**src/rtl/instr_fetch_if.sv**
```systemverilog
// Fetch-stage bus for the X9 core: control inputs, ROM data, branch-table
// write port and the decoded fields handed to the control decoder.
interface instr_fetch_if #(
    parameter int PC_W    = 10,
    parameter int INSTR_W = 9,
    parameter int OPC_W   = 5,
    parameter int IDX_W   = 4
) ();
    logic               Start;
    logic               Stall;
    logic               Branch;
    logic               Taken;
    logic [INSTR_W-1:0] InstrIn;
    logic               LutWe;
    logic [IDX_W-1:0]   LutAddr;
    logic [PC_W-1:0]    LutData;
    logic [PC_W-1:0]    PC;
    logic [OPC_W-1:0]   Opcode;
    logic [IDX_W-1:0]   Operand;
    logic               InstValid;
    logic               Done;

    modport master (
        output Start, Stall, Branch, Taken, InstrIn, LutWe, LutAddr, LutData,
        input  PC, Opcode, Operand, InstValid, Done
    );

    modport slave (
        input  Start, Stall, Branch, Taken, InstrIn, LutWe, LutAddr, LutData,
        output PC, Opcode, Operand, InstValid, Done
    );
endinterface

```
**src/rtl/instr_fetch.sv**
```systemverilog
// Instruction fetch stage for the X9 core: owns the program counter, latches
// the ROM word into the instruction register, redirects taken branches through
// a writable 16-entry target table and stops on the halt opcode.
module instr_fetch #(
    parameter int              PC_W     = 10,
    parameter int              INSTR_W  = 9,
    parameter int              OPC_W    = 5,
    parameter int              IDX_W    = 4,
    parameter logic [OPC_W-1:0] HALT_OPC = 5'b11111
) (
    input logic         Clk,
    input logic         Reset,
    instr_fetch_if.slave bus
);

    typedef enum logic [1:0] {IDLE, RUN, DONE} fetchStateT;

    fetchStateT         state, stateNext;
    logic [PC_W-1:0]    pc, pcNext;
    logic [INSTR_W-1:0] ir, irNext;
    logic               instValid, instValidNext;
    logic               done, doneNext;
    logic [PC_W-1:0]    branchTable [0:(1<<IDX_W)-1];

    logic [OPC_W-1:0]   opcode;
    logic [IDX_W-1:0]   operand;
    logic               isHalt;
    logic               isRedirect;

    assign opcode     = ir[INSTR_W-1 -: OPC_W];
    assign operand    = ir[IDX_W-1:0];
    assign isHalt     = instValid && (opcode == HALT_OPC);
    assign isRedirect = instValid && bus.Branch && bus.Taken;

    assign bus.PC        = pc;
    assign bus.Opcode    = opcode;
    assign bus.Operand   = operand;
    assign bus.InstValid = instValid;
    assign bus.Done      = done;

    // Next-state and datapath selection: halt beats redirect beats normal fetch,
    // and a stall simply holds everything (including a pending redirect).
    always_comb begin
        stateNext     = state;
        pcNext        = pc;
        irNext        = ir;
        instValidNext = instValid;
        doneNext      = done;
        case (state)
            IDLE: begin
                if (bus.Start) begin
                    stateNext     = RUN;
                    pcNext        = '0;
                    irNext        = '0;
                    instValidNext = 1'b0;
                end
            end
            RUN: begin
                if (!bus.Stall) begin
                    if (isHalt) begin
                        stateNext     = DONE;
                        doneNext      = 1'b1;
                        instValidNext = 1'b0;
                    end else if (isRedirect) begin
                        pcNext        = branchTable[operand];
                        irNext        = '0;
                        instValidNext = 1'b0;
                    end else begin
                        irNext        = bus.InstrIn;
                        instValidNext = 1'b1;
                        pcNext        = pc + 1'b1;
                    end
                end
            end
            DONE: begin
                if (bus.Start) begin
                    stateNext     = RUN;
                    pcNext        = '0;
                    irNext        = '0;
                    instValidNext = 1'b0;
                    doneNext      = 1'b0;
                end
            end
            default: begin
                stateNext = IDLE;
            end
        endcase
    end

    // State and fetch registers; reset returns to an empty, idle stage.
    always_ff @(posedge Clk) begin
        if (Reset) begin
            state     <= IDLE;
            pc        <= '0;
            ir        <= '0;
            instValid <= 1'b0;
            done      <= 1'b0;
        end else begin
            state     <= stateNext;
            pc        <= pcNext;
            ir        <= irNext;
            instValid <= instValidNext;
            done      <= doneNext;
        end
    end

    // Branch-target table: writable in any state; a same-edge redirect reads the old entry.
    always_ff @(posedge Clk) begin
        if (Reset) begin
            for (int i = 0; i < (1 << IDX_W); i++) begin
                branchTable[i] <= '0;
            end
        end else if (bus.LutWe) begin
            branchTable[bus.LutAddr] <= bus.LutData;
        end
    end

endmodule

```
**src/flat_wrapper.sv**
```systemverilog
// flat-port wrapper written by rule: the top's interface ports become plain ports
module instr_fetch_flat 
#(
    parameter int              PC_W     = 10,
    parameter int              INSTR_W  = 9,
    parameter int              OPC_W    = 5,
    parameter int              IDX_W    = 4,
    parameter logic [OPC_W-1:0] HALT_OPC = 5'b11111
)
  (Clk, Reset, bus_Start, bus_Stall, bus_Branch, bus_Taken, bus_InstrIn, bus_LutWe, bus_LutAddr, bus_LutData, bus_PC, bus_Opcode, bus_Operand, bus_InstValid, bus_Done);
  instr_fetch_if #(.PC_W(PC_W), .INSTR_W(INSTR_W), .OPC_W(OPC_W), .IDX_W(IDX_W)) bus_i ();
  input logic Clk;
  input logic Reset;
  input wire logic [$bits(bus_i.Start)-1:0] bus_Start;
  input wire logic [$bits(bus_i.Stall)-1:0] bus_Stall;
  input wire logic [$bits(bus_i.Branch)-1:0] bus_Branch;
  input wire logic [$bits(bus_i.Taken)-1:0] bus_Taken;
  input wire logic [$bits(bus_i.InstrIn)-1:0] bus_InstrIn;
  input wire logic [$bits(bus_i.LutWe)-1:0] bus_LutWe;
  input wire logic [$bits(bus_i.LutAddr)-1:0] bus_LutAddr;
  input wire logic [$bits(bus_i.LutData)-1:0] bus_LutData;
  output wire logic [$bits(bus_i.PC)-1:0] bus_PC;
  output wire logic [$bits(bus_i.Opcode)-1:0] bus_Opcode;
  output wire logic [$bits(bus_i.Operand)-1:0] bus_Operand;
  output wire logic [$bits(bus_i.InstValid)-1:0] bus_InstValid;
  output wire logic [$bits(bus_i.Done)-1:0] bus_Done;
  assign bus_i.Start = bus_Start;
  assign bus_i.Stall = bus_Stall;
  assign bus_i.Branch = bus_Branch;
  assign bus_i.Taken = bus_Taken;
  assign bus_i.InstrIn = bus_InstrIn;
  assign bus_i.LutWe = bus_LutWe;
  assign bus_i.LutAddr = bus_LutAddr;
  assign bus_i.LutData = bus_LutData;
  assign bus_PC = bus_i.PC;
  assign bus_Opcode = bus_i.Opcode;
  assign bus_Operand = bus_i.Operand;
  assign bus_InstValid = bus_i.InstValid;
  assign bus_Done = bus_i.Done;
  instr_fetch #(.PC_W(PC_W), .INSTR_W(INSTR_W), .OPC_W(OPC_W), .IDX_W(IDX_W), .HALT_OPC(HALT_OPC)) u_core (.Clk(Clk), .Reset(Reset), .bus(bus_i));
endmodule
```
**config.mk**
```make
export PLATFORM = sky130hd
export DESIGN_NAME = instr_fetch_flat
export DESIGN_NICKNAME = d
export VERILOG_FILES = /design/src/rtl/instr_fetch_if.sv /design/src/rtl/instr_fetch.sv /design/src/flat_wrapper.sv
export SDC_FILE = /design/constraint.sdc
export NUM_CORES = 1
export LEC_CHECK = 0
export CAP_MARGIN = 20
export CORE_MARGIN = 4
export CORE_UTILIZATION = 38
export CTS_CLUSTER_DIAMETER = 100
export DETAILED_ROUTE_END_ITERATION = 10
export HOLD_SLACK_MARGIN = 0.06
export PLACE_DENSITY_LB_ADDON = 0.08
export SYNTH_ARGS = -nofsm -noshare
export SYNTH_HDL_FRONTEND = slang
export SYNTH_SLANG_ARGS = --single-unit
```
**constraint.sdc**
```tcl
create_clock -name Clk -period 2.05 [get_ports Clk]
set_clock_uncertainty 0.2 [all_clocks]
set_input_delay 0.205 -clock Clk [delete_from_list [all_inputs] [get_ports Clk]]
set_output_delay 0.205 -clock Clk [all_outputs]
set_load 0.005 [all_outputs]
```
==> results.yml, run 1 <==
sta:
  rsz0062_at_grt: "yes"
  relSlewSlack_pct: 50.9
  drv_slew: 0
  hold_slack_ps: 144
  post-route-period-util_pct: 103
  hold_viol: 0
  timing.final.ws_setup_ps: -70.5
  setup_viol: 4
  tightest_slew_ps: 733
  period_minus_slack_ps: 2120
  max_freq_mhz: 472
min_path:
  hold_class: "in -> reg"
clock_tree:
  clockBufferDepth: 2
  cts_tree: "built"
  clk_pin_slew_ps: 70
  cts_root_buf: "clkbuf_16"
  cts_buffers: 17
  htreeDepth: 4
  clock_latency_ps: 440
  clock-sinks: 187
synthesis:
  syn_nets: 675
  synthCells: 644
  synth.distinct_cells: 49
  synth_edf_count: 160
  synth-seq-cells: 187
  synth.cell_area_sq_mm: 0.00870
  synth_area_per_cell_sq_um: 13.5
  yosysWarnings: 0
  async_reset_ff_share_pct: 0
  synth_flop_cell: "edfxtp_1"
  ys_seq_area_share_pct: 61.4
die:
  coreArea_sq_mm: 0.0226
  ioPinCount: 51
  die_y_um: 159
  start_util_pct: 38.5
  rows: 55
  die_w_um: 159
  die_area_sq_mm: 0.0254
routing:
  post_drt_wl_per_cell_um: 22.0
  wl_met2_mm: 11.3
  routed_wirelength_mm: 23.4
  drc: 0
  first_iter_violations: 321
  maxUsedRoutingLayer: "met4"
  vias: 5635
  met1Wirelength_mm: 10.7
  viasPerCell: 5.28
  dr.pass1.iters: 5
  dr_wl_met3_mm: 1.03
  antenna_left: 0
cells_and_area:
  drive_gt1_share_pct: 22.3
  multi_input_area_sq_mm: 0.00323
  fill_cells: 2009
  instances_no_fill: 1067
  fin_nets: 800
  antenna_cells: 0
  syn_to_final_growth_pct: 24.3
  ff_latch_area_sq_mm: 0.00535
  fin_area_sq_mm: 0.0108
worst_setup_path:
  cp.arrival_ps: 2240
  criticalPathCategory: "reg -> reg"
  endpoint_kind: "register"
  required_ps: 2170
  crit_fanout: 6
  worst_setup_path_start_kind: "register"
global_routing:
  first_global_vias: 5674
  grtUsageTotal_pct: 18.2
  gr-total-overflow: 0
  grt_pass1_wl_mm: 34.8
  antenna_found_initial: 0
  grt_max_degree: 23
placement:
  dp.cells: 1019
  io_buffers: 50
  dp_hpwl_mm: 15.9
  routabilityCongestion: 0.786
  place_area_sq_mm: 0.0100
pwr:
  ir_drop_mv: 0.440
  power_density_mw_per_mm2: 764
  p_leak_nw: 3.76
outcome:
  violations: "negative setup slack"
  status: "finished with violations"
job:
  maxCapViolations: 0
[layout make-up]
type / instances / area share (%)
Clock buffer: 17 / 3.93
Inverter: 2 / 0.0694
Multi-Input combinational cell: 418 / 29.8
Sequential cell: 187 / 49.5
Tap cell: 285 / 3.30
Clock inverter: 15 / 1.22
Timing Repair Buffer: 143 / 12.2
[final timing paths]
check        slack (ps)  depth (start not counted)             from          endpoint
max reg2reg         -70                          6         register  u_core.bus.PC[6]
min reg2reg         280                          2  u_core.bus.Done   u_core.bus.Done
min                 140                          3   bus_InstrIn[8]      u_core.ir[8]
max                 -70                          6         register  u_core.bus.PC[6]
[metrics by stage]
| step | total power [mW] | util [%] | setup slack, ps | setup TNS, ps |
|---|---|---|---|---|
| 3_3_place_gp | 5.12 | 44.3 | -268 | -40530 |
| 6_report | 8.26 | 47.9 | -70.5 | -177 |
| 3_5_place_dp | 5.14 | 44.3 | -327 | -45300 |
| 5_1_grt | 8.53 | 47.9 | -110 | -439 |
| 4_1_cts | 8.29 | 47.0 | -78.6 | -188 |
| 2_1_floorplan | 4.77 | - | 61.0 | 0 |
[cells in the final DEF (no fill, tap or decap), types with 6 or more instances in the layout]
cell type	synthesis	layout
mux2i_1	28	27
nand2_1	19	19
clkbuf_16	0	18
nor2b_1	10	8
dfxtp_1	27	25
and2_1	165	165
nand2b_1	7	7
clkdlybuf4s50_1	0	50
o31ai_1	6	6
a21oi_1	20	18
o21ai_0	18	18
buf_4	3	82
mux4_2	19	21
nand3_1	22	22
buf_12	1	7
edfxtp_1	160	160
nor2_1	18	16
a22o_1	6	6
a22oi_1	12	10
[power by group]
group          total, mW  switching (mW)  internal (mW)
sequential          4.38          0.0703           4.31
clock               3.17            1.57           1.60
combinational      0.704           0.382          0.321
total               8.26            2.02           6.23
[layer usage]
layer | global-route usage [%] | up-vias
li1 | - | 2650
met1 | 25.1 | 2828
met2 | 29.5 | 136
met3 | 3.55 | 21
met4 | 5.33 | 0
met5 | 0 | -
[sequential cells by signal, indices dropped and copies added (netlist names), named ones only]
register and flops:
u_core.branchTable 160, u_core.bus.InstValid 1, u_core.bus.Done 1, u_core.ir 9, u_core.state 2, u_core.bus.PC 10
[worst max-delay path, stage by stage, from the launching register on]
cell and delay (ps):
dfxtp_4 380, buf_12 110, clkbuf_16 150, mux4_2 540, a22o_1 230, o211ai_1 280, nand3_1 110
[Yosys cell counts (2+ instances only)]
cell type  count  share of area [%]
a211oi_1       6               0.52
a21oi_1       20                1.2
a22o_1         6               0.60
a22oi_1       12                1.0
a32o_1         2               0.23
and2_1       165                 12
and3_1         3               0.22
and4_1         2               0.20
buf_2          6               0.35
buf_4          3               0.26
buf_6          4               0.52
clkbuf_1      22               0.95
dfxtp_1       27                6.2
edfxtp_1     160                 55
inv_1          2              0.086
mux2_2         4               0.52
mux2i_1       28                3.2
mux4_1         7                2.1
mux4_2        19                4.9
nand2_1       19               0.82
nand2b_1       7               0.50
nand3_1       22                1.3
nand4_1        4               0.29
nor2_1        18               0.78
nor2b_1       10               0.72
nor3_1         6               0.35
nor4_1         3               0.22
o211a_1        4               0.46
o211ai_1       4               0.35
o21ai_0       18                1.0
o21bai_1       2               0.17
o22ai_1        2               0.14
o31ai_1        6               0.52
or2_2          5               0.36
xor2_1         2               0.20
[cell families (layout without fill, tap and decap cells)]
group	Yosys count	after routing	share of synthesized area, %
adders and majority gates	1	1	0.144
xor gates and xnor gates	3	3	0.302
buffers and inverters	39	177	2.43
and+or+nand+nor	268	268	18.0
AOI/OAI and AO/OA	88	88	6.92
DFF	187	187	61.4
muxes	58	58	10.8
[repair_timing]
| action | in CTS | in global routing |
|---|---|---|
| setup buffers | 4 | 11 |
| pin swaps | 2 | 12 |
| cloned | 0 | 1 |
| setup endpoints to repair | 22 | 12 |
| hold buffers | 0 | 0 |
| resized for setup | 9 | 18 |
No activity file was read; power rests on OpenSTA's default activity.
==> run 2: changes to the inputs <==
CTS_BUF_LIST = sky130_fd_sc_hd__clkbuf_16   (was default)
==> results of run 2 <==
Final layout, timing and power as in run 1 (identical DEF).
